File: config.mk
export PLATFORM = sky130hd
export DESIGN_NAME = arb_mux_n
export DESIGN_NICKNAME = d
export VERILOG_FILES = /design/src/rtl/arb_mux_n.sv
export SDC_FILE = /design/constraint.sdc
export NUM_CORES = 1
export LEC_CHECK = 0
export BUFFER_PORTS_ARGS = -buffer_cell sky130_fd_sc_hd__buf_2
export CAP_MARGIN = 5
export CORE_MARGIN = 8
export CORE_UTILIZATION = 40
export CTS_CLUSTER_DIAMETER = 80
export DETAILED_ROUTE_END_ITERATION = 8
export PLACE_DENSITY_LB_ADDON = 0.15
export SYNTH_ARGS = -nofsm -noshare
export SYNTH_HDL_FRONTEND = slang
export SYNTH_SLANG_ARGS = --single-unit
export TNS_END_PERCENT = 1
File: constraint.sdc
create_clock -name clk -period 2.55 [get_ports clk]
set_input_delay 0.1275 -clock clk [delete_from_list [all_inputs] [get_ports clk]]
set_output_delay 0.1275 -clock clk [all_outputs]
set_load 0.03 [all_outputs]
File: src/rtl/arb_mux_n.sv
// N-way registered selector: direct / fixed-priority / round-robin grant
// feeding a one-deep output register with valid/ready handshakes.
module arb_mux_n #(
  parameter int unsigned WIDTH  = 16,
  parameter int unsigned NUM_IN = 4,
  parameter int unsigned SEL_W  = $clog2(NUM_IN)
) (
  input  logic                    clk,
  input  logic                    reset,
  input  logic [NUM_IN*WIDTH-1:0] in_data,
  input  logic [NUM_IN-1:0]       in_valid,
  output logic [NUM_IN-1:0]       in_ready,
  input  logic [SEL_W-1:0]        sel,
  input  logic [1:0]              mode,
  output logic [WIDTH-1:0]        out_data,
  output logic                    out_valid,
  input  logic                    out_ready,
  output logic [SEL_W-1:0]        out_src
);

  typedef enum logic [1:0] {
    MODE_DIRECT     = 2'b00,
    MODE_PRIO       = 2'b01,
    MODE_RR         = 2'b10,
    MODE_DIRECT_ALT = 2'b11
  } mode_e;

  logic [WIDTH-1:0] out_data_q, out_data_d;
  logic             out_valid_q, out_valid_d;
  logic [SEL_W-1:0] out_src_q, out_src_d;
  logic [SEL_W-1:0] rr_q, rr_d;

  logic             gnt_vld;
  logic [SEL_W-1:0] gnt_idx;
  logic [WIDTH-1:0] gnt_data;
  logic             load_ok;
  logic             xfer;

  assign load_ok = ~out_valid_q | out_ready;
  assign xfer    = load_ok & gnt_vld;

  always_comb begin
    int unsigned sel_u;
    int unsigned j;
    logic [SEL_W-1:0] idx;
    gnt_vld = 1'b0;
    gnt_idx = '0;
    sel_u   = 32'(sel);
    j       = 0;
    idx     = '0;
    case (mode_e'(mode))
      MODE_PRIO: begin
        for (int unsigned i = 0; i < NUM_IN; i++) begin
          idx = SEL_W'(i);
          if (!gnt_vld && in_valid[idx]) begin
            gnt_vld = 1'b1;
            gnt_idx = idx;
          end
        end
      end
      MODE_RR: begin
        // Search starts at rr_q; wrap is modulo NUM_IN, not 2**SEL_W.
        for (int unsigned i = 0; i < NUM_IN; i++) begin
          j = 32'(rr_q) + i;
          if (j >= NUM_IN) j = j - NUM_IN;
          idx = SEL_W'(j);
          if (!gnt_vld && in_valid[idx]) begin
            gnt_vld = 1'b1;
            gnt_idx = idx;
          end
        end
      end
      default: begin
        if (sel_u < NUM_IN && in_valid[sel]) begin
          gnt_vld = 1'b1;
          gnt_idx = sel;
        end
      end
    endcase
  end

  always_comb begin
    gnt_data = '0;
    for (int unsigned i = 0; i < NUM_IN; i++) begin
      if (gnt_idx == SEL_W'(i)) gnt_data = in_data[i*WIDTH +: WIDTH];
    end
  end

  assign in_ready = (xfer && !reset) ? (NUM_IN'(1) << gnt_idx) : '0;

  always_comb begin
    out_data_d  = out_data_q;
    out_valid_d = out_valid_q;
    out_src_d   = out_src_q;
    rr_d        = rr_q;
    if (xfer) begin
      out_data_d  = gnt_data;
      out_src_d   = gnt_idx;
      out_valid_d = 1'b1;
      rr_d        = (gnt_idx == SEL_W'(NUM_IN - 1)) ? '0 : gnt_idx + 1'b1;
    end else if (out_ready) begin
      out_valid_d = 1'b0;
    end
  end

  always_ff @(posedge clk or posedge reset) begin
    if (reset) begin
      out_data_q  <= '0;
      out_valid_q <= 1'b0;
      out_src_q   <= '0;
      rr_q        <= '0;
    end else begin
      out_data_q  <= out_data_d;
      out_valid_q <= out_valid_d;
      out_src_q   <= out_src_d;
      rr_q        <= rr_d;
    end
  end

  assign out_data  = out_data_q;
  assign out_valid = out_valid_q;
  assign out_src   = out_src_q;

endmodule

# Yosys cells after proc, flatten, opt, wreduce, memory -nomap -nowiden

Index checks and enable logic that the tools add are counted.

Memory bits (read-only): 0
Register bits: 21
Bits in writable memories: 0
Bits in latches: 0
Memories kept: 0
Bits of input ports: 75

Order comparisons: 9
Equality and inequality tests: 5
$add $sub $neg: 8
Muxes and demuxes: 51
Shift-type cells: 1
Multiply operators: 0
Reduce and logical (&&, ||, !) cells: 16
Divide/modulo/power cells: 0
Bitwise logic cells: 3

Operators with widths:

| operator                                                              | count |
|---|---|
| 16-bit 2-to-1 mux                                                     | 4 |
| 2-bit 2-to-1 mux                                                      | 16 |
| 1-bit 2-to-1 mux                                                      | 23 |
| 2-bit by 3-bit < comparator with 1-bit output, second input constant  | 5 |
| 1-bit binary-select mux with 2-bit select                             | 5 |
| 3-bit >= comparator, second input constant                            | 3 |
| 2-bit by 1-bit subtractor with 2-bit output, second input constant    | 4 |
| 1-bit logical AND                                                     | 7 |
| 1-bit logical NOT                                                     | 7 |
| 2-bit by 2-bit adder with 3-bit output, second input constant         | 2 |
| 2-bit equality test, second input constant                            | 3 |
| 2-bit by 1-bit equality test with 1-bit output, second input constant | 2 |
| 4-bit 2-to-1 mux                                                      | 1 |
| 2-bit case mux with 2 select lines                                    | 1 |
| 1-bit by 2-bit << shifter with 4-bit output, first input constant     | 1 |
| 2-bit by 1-bit adder with 3-bit output, second input constant         | 1 |
| 2-bit by 3-bit >= comparator with 1-bit output, second input constant | 1 |
| 2-bit by 1-bit adder with 2-bit output, second input constant         | 1 |
| 2-bit logical NOT                                                     | 1 |
| 1-bit case mux with 2 select lines                                    | 1 |
| 2-bit nonzero test                                                    | 1 |
| 1-bit AND                                                             | 1 |
| 1-bit NOT                                                             | 1 |
| 1-bit bitwise OR                                                      | 1 |

# Longest topological paths before layout

Gate-level depths: netlist of the first run.

Depth in word-level cells: 24
Gate-level depth with buffers: 13
Mapped depth without buffers: 11

# Worst setup path before layout of the first run

No wires, ideal clock.

Path kind: register to register
Start point: register rr_q[1]
End point: register out_data_q[15], in the netlist out_data[15]
Clock period less this slack: 2,720 ps
Path buffers: 2
Slack: -170 ps
Cell stages (with the launch flop): 12
Data required time: 2,425 ps
Arrival time: 2,595 ps
Library setup time: 125 ps
Cells stage by stage: dfrtp_1 nand2b_1 a21o_2 a211oi_1 or2_2 ha_1 clkbuf_1 nor2b_1 clkbuf_1 a221oi_1 o31ai_1 mux2_4

Longest elaborated chain between the ends: 24
Elaborated cells between the ends (all ways): 55
Those cells by class: 7 x add/sub; 4 x order compare; 3 x eq/ne; 33 x mux; 1 x bitwise; 7 x reduce/logical

RTL lines:

| what                                                                                                          | RTL line | source |
|---|---|---|
| start: declaration                                                                                            | 31       | `logic [SEL_W-1:0] rr_q, rr_d;` |
| start signal: assignment                                                                                      | 116      | `rr_q <= rr_d;` |
| 2-bit by 3-bit >= comparator with 1-bit output or 2-bit by 1-bit subtractor with 2-bit output (tied branches) | 65       | `if (j >= NUM_IN) j = j - NUM_IN;` |
| 2-bit 2-to-1 mux                                                                                              | 65       |  |
| 2-bit 2-to-1 mux                                                                                              | 51       | `case (mode_e'(mode))` |
| 1-bit binary-select mux with 2-bit select                                                                     | 67       | `if (!gnt_vld && in_valid[idx]) begin` |
| 1-bit 2-to-1 mux (implied by the code)                                                                        | 67       |  |
| 1-bit 2-to-1 mux                                                                                              | 67       |  |
| 1-bit 2-to-1 mux                                                                                              | 51       |  |
| 1-bit logical NOT                                                                                             | 67       |  |
| (+7 left out)                                                                                                 | -        |  |
| 1-bit logical NOT                                                                                             | 67       |  |
| 1-bit logical AND                                                                                             | 67       |  |
| 2-bit 2-to-1 mux (*)                                                                                          | 67       |  |
| 2-bit case mux with 2 select lines (*)                                                                        | 51       |  |
| net gnt_idx[0]                                                                                                | 34       | `logic [SEL_W-1:0] gnt_idx;` |
| 2-bit logical NOT                                                                                             | 85       | `if (gnt_idx == SEL_W'(i)) gnt_data = in_data[i*WIDTH +: WIDTH];` |
| 16-bit 2-to-1 mux (3 in series)                                                                               | 85       |  |
| 16-bit 2-to-1 mux (*)                                                                                         | 85       |  |
| end signal: assignment                                                                                        | 113      | `out_data_q <= out_data_d;` |
| end: declaration                                                                                              | 28       | `logic [WIDTH-1:0] out_data_q, out_data_d;` |

The timed path passes the listed nets; every way through them passes the cells marked *. The select of a mux whose other input is x is not followed.
A chain may end at the register's enable or synchronous reset.

# Worst setup path in the final report of the first run

Start point: register rr_q[1]
End point: register out_data_q[3], in the netlist out_data[3]

Longest elaborated chain between the ends: 24
Elaborated cells between the ends (all ways): 55
Those cells by class: 7 x add/sub; 4 x order compare; 3 x eq/ne; 33 x mux; 1 x bitwise; 7 x reduce/logical

RTL lines:

| what                                                                                                          | RTL line |
|---|---|
| 2-bit by 3-bit >= comparator with 1-bit output or 2-bit by 1-bit subtractor with 2-bit output (tied branches) | 65 |
| 2-bit 2-to-1 mux                                                                                              | 65 |
| 2-bit 2-to-1 mux                                                                                              | 51 |
| 1-bit binary-select mux with 2-bit select                                                                     | 67 |
| 1-bit 2-to-1 mux (implied by the code)                                                                        | 67 |
| 1-bit 2-to-1 mux                                                                                              | 67 |
| 1-bit 2-to-1 mux                                                                                              | 51 |
| 1-bit logical NOT                                                                                             | 67 |
| (+5 left out)                                                                                                 | - |
| 1-bit 2-to-1 mux                                                                                              | 67 |
| 1-bit 2-to-1 mux                                                                                              | 51 |
| 1-bit logical NOT                                                                                             | 67 |
| 1-bit logical AND                                                                                             | 67 |
| 2-bit 2-to-1 mux                                                                                              | 67 |
| 2-bit case mux with 2 select lines                                                                            | 51 |
| 2-bit logical NOT                                                                                             | 85 |
| 16-bit 2-to-1 mux (4 in series)                                                                               | 85 |

Parallel ways exist; a longest one is shown, timed or not. The select of a mux whose other input is x is not followed.

==> results by group, run 1 <==
GRT
  – Leftover overflow at the end of global routing: 0
  – Global Route Usage Sum: 0.164
  – Global Route met3 Usage: 0.0607
  – Maximum number of pins on one net before global-route repair: 23
  – Routing layer with the top usage in global route: met2
  – Initial antenna violation count: 0
  – Number of global-route vias before repair: 1890
  – First-pass GRT wire length: 8700 um
  – Global routing usage on met1: 0.190
  – Global routing usage on met2: 0.285

STA
  – Max Clock Freq: between 0.4 and 0.5 GHz
  – Setup repair after global routing missed its margin: yes
  – Minimum period implied by the final worst setup slack: 2450 ps
  – Number of max-slew violations in the final report: 0
  – Final-report setup violation count: 0
  – Final Hold Vio Count: 0
  – Final clock period utilization by the worst path: 0.960
  – Slew at the pin closest to its max-slew limit: around 570 ps
  – Max Clock Skew: 2.37 ps
  – Relative slew slack: 0.617

Pwr
  – Clock network power share: 0.112
  – Worst VDD drop: roughly 510 uV
  – Switching part of the total power: 0.426
  – Power, Total: ~0.0020 W
  – Part of the power in registers: 0.293
  – Cell internal power dissipation: around 0.0011 W
  – NetSw: between 0.0008 and 0.0009 W
  – Combinational group share of total power: 0.595
  – Leakage dissipation: around 1.3 nW
  – Total power divided by cell area: between 700 and 800 mW/mm^2

Detailed routing
  – First-pass detailed-route iteration total: 4
  – Overall via count from detail_route: 1729
  – DRT antenna net count: 0
  – Routed wire length: approximately 5400 um
  – DRC violation count after routing: 0
  – WL per Instance: 16.2 um
  – Via count normalized by instance count: about 5.1
  – Number of violations reported at the end of detailed-routing iteration 0: slightly above 80

Final layout
  – Post-Layout Inst Area: 0.00249 mm^2
  – Storage cell area: ~530 um^2
  – Number of nets at the end of the flow: 368
  – Antenna cells: 0
  – Ratio of cells with drive above 1 in the final layout: 0.563
  – Area growth from synthesis to layout: 47.5%
  – Post-layout utilization of the core: 0.618
  – Area used by multi-input combinational logic: between 0.001 and 0.0015 mm^2
  – Fill count: ~380

Placement
  – Total cell area at the placement stage: ~0.0023 mm^2
  – Half-perimeter wire length of the detailed placement result: about 4300 um
  – Port Buf Inserts: slightly below 100
  – Final RePlAce weighted congestion: between 0.7 and 0.8

Synth
  – Proportion of synthesized area in mux cells: 0.175
  – Area share of fa/ha/maj cells after synthesis: 0.0444
  – Area share of and/or/nand/nor cells after synthesis: 0.191
  – Most used DFF post-synth: dfrtp_1
  – Number of synthesis warnings: 0
  – Top post-synthesis cells by area: dfrtp_1, mux2_4, a221oi_1, nor2b_1, o31ai_1
  – Most common library cells after synthesis: dfrtp_1, nor2b_1, nand2_1
  – Avg Inst Size Synth: between 9 and 10 um^2
  – Area fraction in compound gates after synthesis: 0.227
  – Number of instances in the synthesized netlist: about 170
  – Area share of the leading cell type in the synthesized netlist: 0.311
  – Fraction of synthesized cell area in xor and xnor cells: 0
  – Total of flip-flops plus latches after synthesis: 21
  – Number of enable flip-flop cells after synthesis: 0
  – Most frequently used cell type in the post-synthesis netlist: dfrtp_1
  – Number of distinct library cells after synthesis: 35
  – Summed instance area of the synthesized netlist: 0.00169 mm^2
  – Library cell with the largest summed area after synthesis: dfrtp_1
  – Share of synthesized flip-flops with an asynchronous set or reset: 1.00
  – Largest family of logic cells by synthesized area: compound AO/OA/AOI/OAI gates
  – Syn Nets: between 200 and 300
  – Fraction of the yosys area taken by sequential cells: 0.311

Worst setup path
  – WP data required: roughly 2700 ps
  – Kind of capture point of the worst setup path: flip-flop
  – Cell type group with the largest total delay on the critical path: compound AO/OA/AOI/OAI gates
  – Worst endpoint data arrival time: approximately 2600 ps
  – Worst Path Max Fanout: 15
  – Critical Path Start Type: flip-flop
  – Critical Path Max Stage Delay: 410 ps
  – Number of buffer and inverter instances along the worst setup path: 2
  – Ordered list of cells on the worst path: nand2b_1 -> a21o_2 -> a211oi_2 -> buf_4 -> nor2_1 -> ha_1 -> nor2b_4 -> buf_12 -> a221oi_1 -> o31ai_1 -> mux2_4
  – Cell type of the slowest stage on the worst timing path: dfrtp_1
  – Type of the worst setup path: reg -> reg
  – Internal reg-to-reg setup slack: a little over 100 ps

Die
  – Die area: 0.00656 mm^2
  – Die Ht: 81.0 um
  – Die Width: roughly 81 um
  – Core footprint: a little over 0.004 mm^2
  – Starting Density: 0.419
  – Cell Rows: 23
  – I/O pin count: between 90 and 100

Job
  – Max-cap viol count: 0

Clock tree
  – Maximum number of buffers from clock root to sink: 2
  – TritonCTS buffer count: 3
  – Maximum level of the CTS H-tree: 1
  – Clock slew at reported path FFs: around 80 ps
  – Clock tree from TritonCTS: done
  – Skew-Pair Late Insertion Delay: approximately 260 ps
  – Number of sinks handled by clock tree synthesis: 21
  – Root Buffer Master: clkbuf_8

Min path
  – Worst min-delay path category: in -> reg

Status
  – Status: finished, final reports clean
==> worst paths after layout <==
| path | startpoint | endpoint | depth (start not counted) |
|---|---|---|---|
| min in group asynchronous | reset | out_data[5] | 3 |
| worst max register to register | rr_q[1] | out_data[3] | 11 |
| worst max-delay path | rr_q[1] | out_data[3] | 11 |
| worst min register to register | out_data[1] | out_data[1] | 1 |
| max in group asynchronous | reset | out_src[1] | 4 |
| worst min-delay path | in_data[61] | out_data[13] | 4 |
==> cell usage in the layout, fill, tap and decap left out, types with 2 or more instances in the layout <==
cell type / instances
mux2_2: 4
a21oi_1: 4
or2_2: 3
nand2b_1: 3
nor2b_1: 19
nand2_1: 18
a221oi_2: 8
buf_6: 2
mux2_4: 16
buf_4: 19
buf_2: 97
o21ai_0: 3
and3_1: 4
inv_1: 7
ha_1: 6
nand4b_1: 2
a221oi_1: 7
or2b_1: 2
dfrtp_1: 21
clkbuf_8: 3
o31ai_1: 16
==> power by group through the flow <==
| stage | Combinational [W] | Sequential, W | Clock (W) |
|---|---|---|---|
| 6_report | 0.00118 | 0.000581 | 0.000222 |
| 5_1_grt | 0.00127 | 0.000598 | 0.000242 |
| 4_1_cts | 0.00113 | 0.000583 | 0.000226 |
| 3_5_place_dp | 0.00113 | 0.000582 | 0 |
| 3_3_place_gp | 0.00110 | 0.000586 | 0 |
| 2_1_floorplan | 0.000490 | 0.000865 | 0 |
==> through the flow <==
| stage | std cells | hold slack [ps] | TNS [ps] | worst slack, ps |
|---|---|---|---|---|
| final | 336 | 199 | 0 | 103 |
| after global routing | 336 | 202 | -368 | -62.2 |
| after CTS | 334 | 197 | 0 | 42.9 |
| after detailed placement | 329 | 225 | -8130 | -579 |
| after global placement | 329 | 209 | -7570 | -544 |
| after floorplan | 174 | 126 | 0 | 16.8 |
==> worst register-to-register path, cell delays in order, from the launching register on <==
cell      delay, ps
dfrtp_1         410
nand2b_1        150
a21o_2          210
a211oi_2        200
buf_4           150
nor2_1           60
ha_1            220
nor2b_4         140
buf_12          150
a221oi_1        260
o31ai_1         120
mux2_4          260
==> cells by family (layout without fill, tap and decap cells) <==
logic type / after synthesis / after routing
fa+ha+maj: 6 / 6
compound gates: 50 / 50
buf+inv: 19 / 131
simple gates: 57 / 57
mux: 21 / 21
flops: 21 / 21
==> layer usage <==
metal  vias up  routed length (um)
met5         -                   0
met4         0                  25
met3         4                 459
met2        54                2730
met1       799                2220
li1        872                   -
==> registers in the layout, indices dropped and copies added (netlist names) <==
| register | flops |
|---|---|
| rr_q | 2 |
| out_valid | 1 |
| out_data | 16 |
| out_src | 2 |
==> timing repair <==
item                                   4_1_cts  5_1_grt
cloned                                       0        0
endpoints found under the hold margin       11        0
setup buffers                                0        2
setup endpoints to repair                   15       18
resized for setup                            2       12
hold buffers                                 1        0
==> area by class of cell <==
type                       count  area share
multi-input combinational    134       0.462
timing repair buffer         120       0.273
sequential                    21       0.211
tap                           50      0.0251
clock buffer                   4      0.0181
inverter                       7      0.0105
(Power assumes the default switching activity.)
==> inputs of run 2 (changes only) <==
--- a/config.mk
+++ b/config.mk
@@ -11,6 +11,7 @@
 export CORE_UTILIZATION = 40
 export CTS_CLUSTER_DIAMETER = 80
 export DETAILED_ROUTE_END_ITERATION = 8
+export GPL_TIMING_DRIVEN = 0
 export PLACE_DENSITY_LB_ADDON = 0.15
 export SYNTH_ARGS = -nofsm -noshare
 export SYNTH_HDL_FRONTEND = slang
==> results by group, run 2 (synthesized netlist as in run 1, its figures left out) <==
Die
  – I/O pin count: between 90 and 100
  – Core footprint: around 0.0040 mm^2
  – Starting Density: 0.419
  – Die Width: between 80 and 90 um
  – Die Ht: 81.0 um
  – Die area: 0.00656 mm^2
  – Cell Rows: 23

GRT
  – Global routing usage on met1: 0.213
  – First-pass GRT wire length: 8740 um
  – Routing layer with the top usage in global route: met2
  – Maximum number of pins on one net before global-route repair: 26
  – Initial antenna violation count: 0
  – Global routing usage on met2: 0.276
  – Number of global-route vias before repair: between 1500 and 2000
  – Global Route met3 Usage: 0.0408
  – Leftover overflow at the end of global routing: 0
  – Global Route Usage Sum: 0.166

STA
  – Final clock period utilization by the worst path: 0.986
  – Max Clock Skew: just under 7 ps
  – Relative slew slack: 0.383
  – Final-report setup violation count: 0
  – Setup repair after global routing missed its margin: yes
  – Aggregate negative setup slack: 0 ps
  – Number of max-slew violations in the final report: 0
  – Final Hold Vio Count: 0
  – Minimum period implied by the final worst setup slack: ~2500 ps
  – Max Clock Freq: 0.398 GHz
  – Slew at the pin closest to its max-slew limit: slightly above 900 ps

Worst setup path
  – End of the worst register-to-register path: out_data[11]
  – Launch instance of the worst register-to-register path: rr_q[1]
  – Worst endpoint data arrival time: 2660 ps
  – Type of the worst setup path: reg -> reg
  – WP data required: 2700 ps
  – Internal reg-to-reg setup slack: roughly 37 ps
  – Worst Path Max Fanout: 6
  – Kind of capture point of the worst setup path: flip-flop
  – Critical Path Start Type: flip-flop
  – Worst Reg2Reg Path Length in Cells: 12

Final layout
  – Number of nets at the end of the flow: around 370
  – Most common library cell in the layout ignoring fill and taps: buf_2
  – Antenna cells: 0
  – Number of flip-flops under the largest register name: 16
  – Area growth from synthesis to layout: 51.3%
  – Post-layout utilization of the core: 0.634
  – Most used cells in the layout excluding fill and tap cells: buf_2, nor2b_1, dfrtp_1, nand2_1
  – Ratio of cells with drive above 1 in the final layout: 0.583

Clock tree
  – Maximum number of buffers from clock root to sink: 2
  – Maximum level of the CTS H-tree: 1
  – TritonCTS buffer count: 3
  – Skew-Pair Late Insertion Delay: around 260 ps
  – Clock slew at reported path FFs: approximately 80 ps
  – Clock tree from TritonCTS: done
  – Root Buffer Master: clkbuf_8
  – Number of sinks handled by clock tree synthesis: 21
  – Hold-fix buffers at CTS: 0

Pwr
  – Leakage dissipation: between 1 and 1.5 nW
  – Total power divided by cell area: 811 mW/mm^2
  – Worst VDD drop: between 500 and 600 uV
  – Power, Total: ~0.0021 W

Detailed routing
  – Overall via count from detail_route: 1768
  – Routed wire length: around 5700 um
  – Via count normalized by instance count: around 5.3
  – First-pass detailed-route iteration total: 4
  – WL per Instance: 17.2 um
  – DRC violation count after routing: 0
  – Number of violations reported at the end of detailed-routing iteration 0: 87
  – DRT antenna net count: 0

Job
  – Max-cap viol count: 0

Placement
  – Half-perimeter wire length of the detailed placement result: 4360 um
  – Port Buf Inserts: 97
  – Final RePlAce weighted congestion: ~0.81

Min path
  – Worst min-delay path category: in -> async

Status
  – Status: finished, final reports clean
==> run 2: worst max-delay path, stage by stage (launching register included) <==
cell and delay (ps):
dfrtp_2 440, nand2b_4 140, a21o_2 200, a211oi_4 280, or2_4 180, ha_4 130
buf_8 100, nor2b_4 60, buf_12 130, buf_4 130, a221oi_4 250, o31ai_1 80
mux2_2 260
==> run 2: layer usage <==
layer | up-vias | share of wire
li1 | 871 | -
met1 | 831 | 0.43
met2 | 62 | 0.50
met3 | 4 | 0.067
met4 | 0 | 0.0057
met5 | - | 0
==> run 2: cell type report <==
type | instances | area (um^2)
inverters | 7 | 26.3
plain buffers | 11 | 92.6
clock buffers | 4 | 45.0
fillers | 371 | 1470
flip-flops and latches | 21 | 528
repair buffers | 106 | 586
multi-input cells | 134 | 1210
well taps | 50 | 62.6
==> run 2: per-stage QoR <==
stage	instances	worst slack, ps	hold WS [ps]	instance area (um^2)
floorplan	174	16.8	126	1700
global placement	321	-568	373	2250
detailed placement	321	-607	385	2250
CTS	325	-60.4	94.3	2370
global route	333	-66.2	152	2550
finish	333	36.9	55.8	2550
==> run 2: timing repair <==
action                                  in CTS  in global routing
pin swaps                                    1                 12
setup buffers                                1                  7
resized for setup                           19                 25
endpoints found under the setup margin      19                 19
cloned                                       0                  1
hold endpoints to repair                     0                  0
==> run 2: worst max path at each step <==
stage / startpoint / end / slack, ps / depth (start not counted)
2_1_floorplan: in_valid[0] / out_data[0] / 20 / 11
4_1_cts: rr_q[1] / out_data[5] / -60 / 11
3_3_place_gp: in_valid[0] / out_data[5] / -570 / 12
5_1_grt: rr_q[1] / out_data[11] / -70 / 13
6_report: rr_q[1] / out_data[11] / 40 / 12
3_5_place_dp: mode[0] / out_data[5] / -610 / 14
==> run 2: where the power goes <==
group	total [W]	internal [W]	switching, W
combinational	0.00127	0.000590	0.000676
sequential	0.000581	0.000489	0.0000918
clock	0.000225	0.000111	0.000113
total	0.00207	0.00119	0.000881
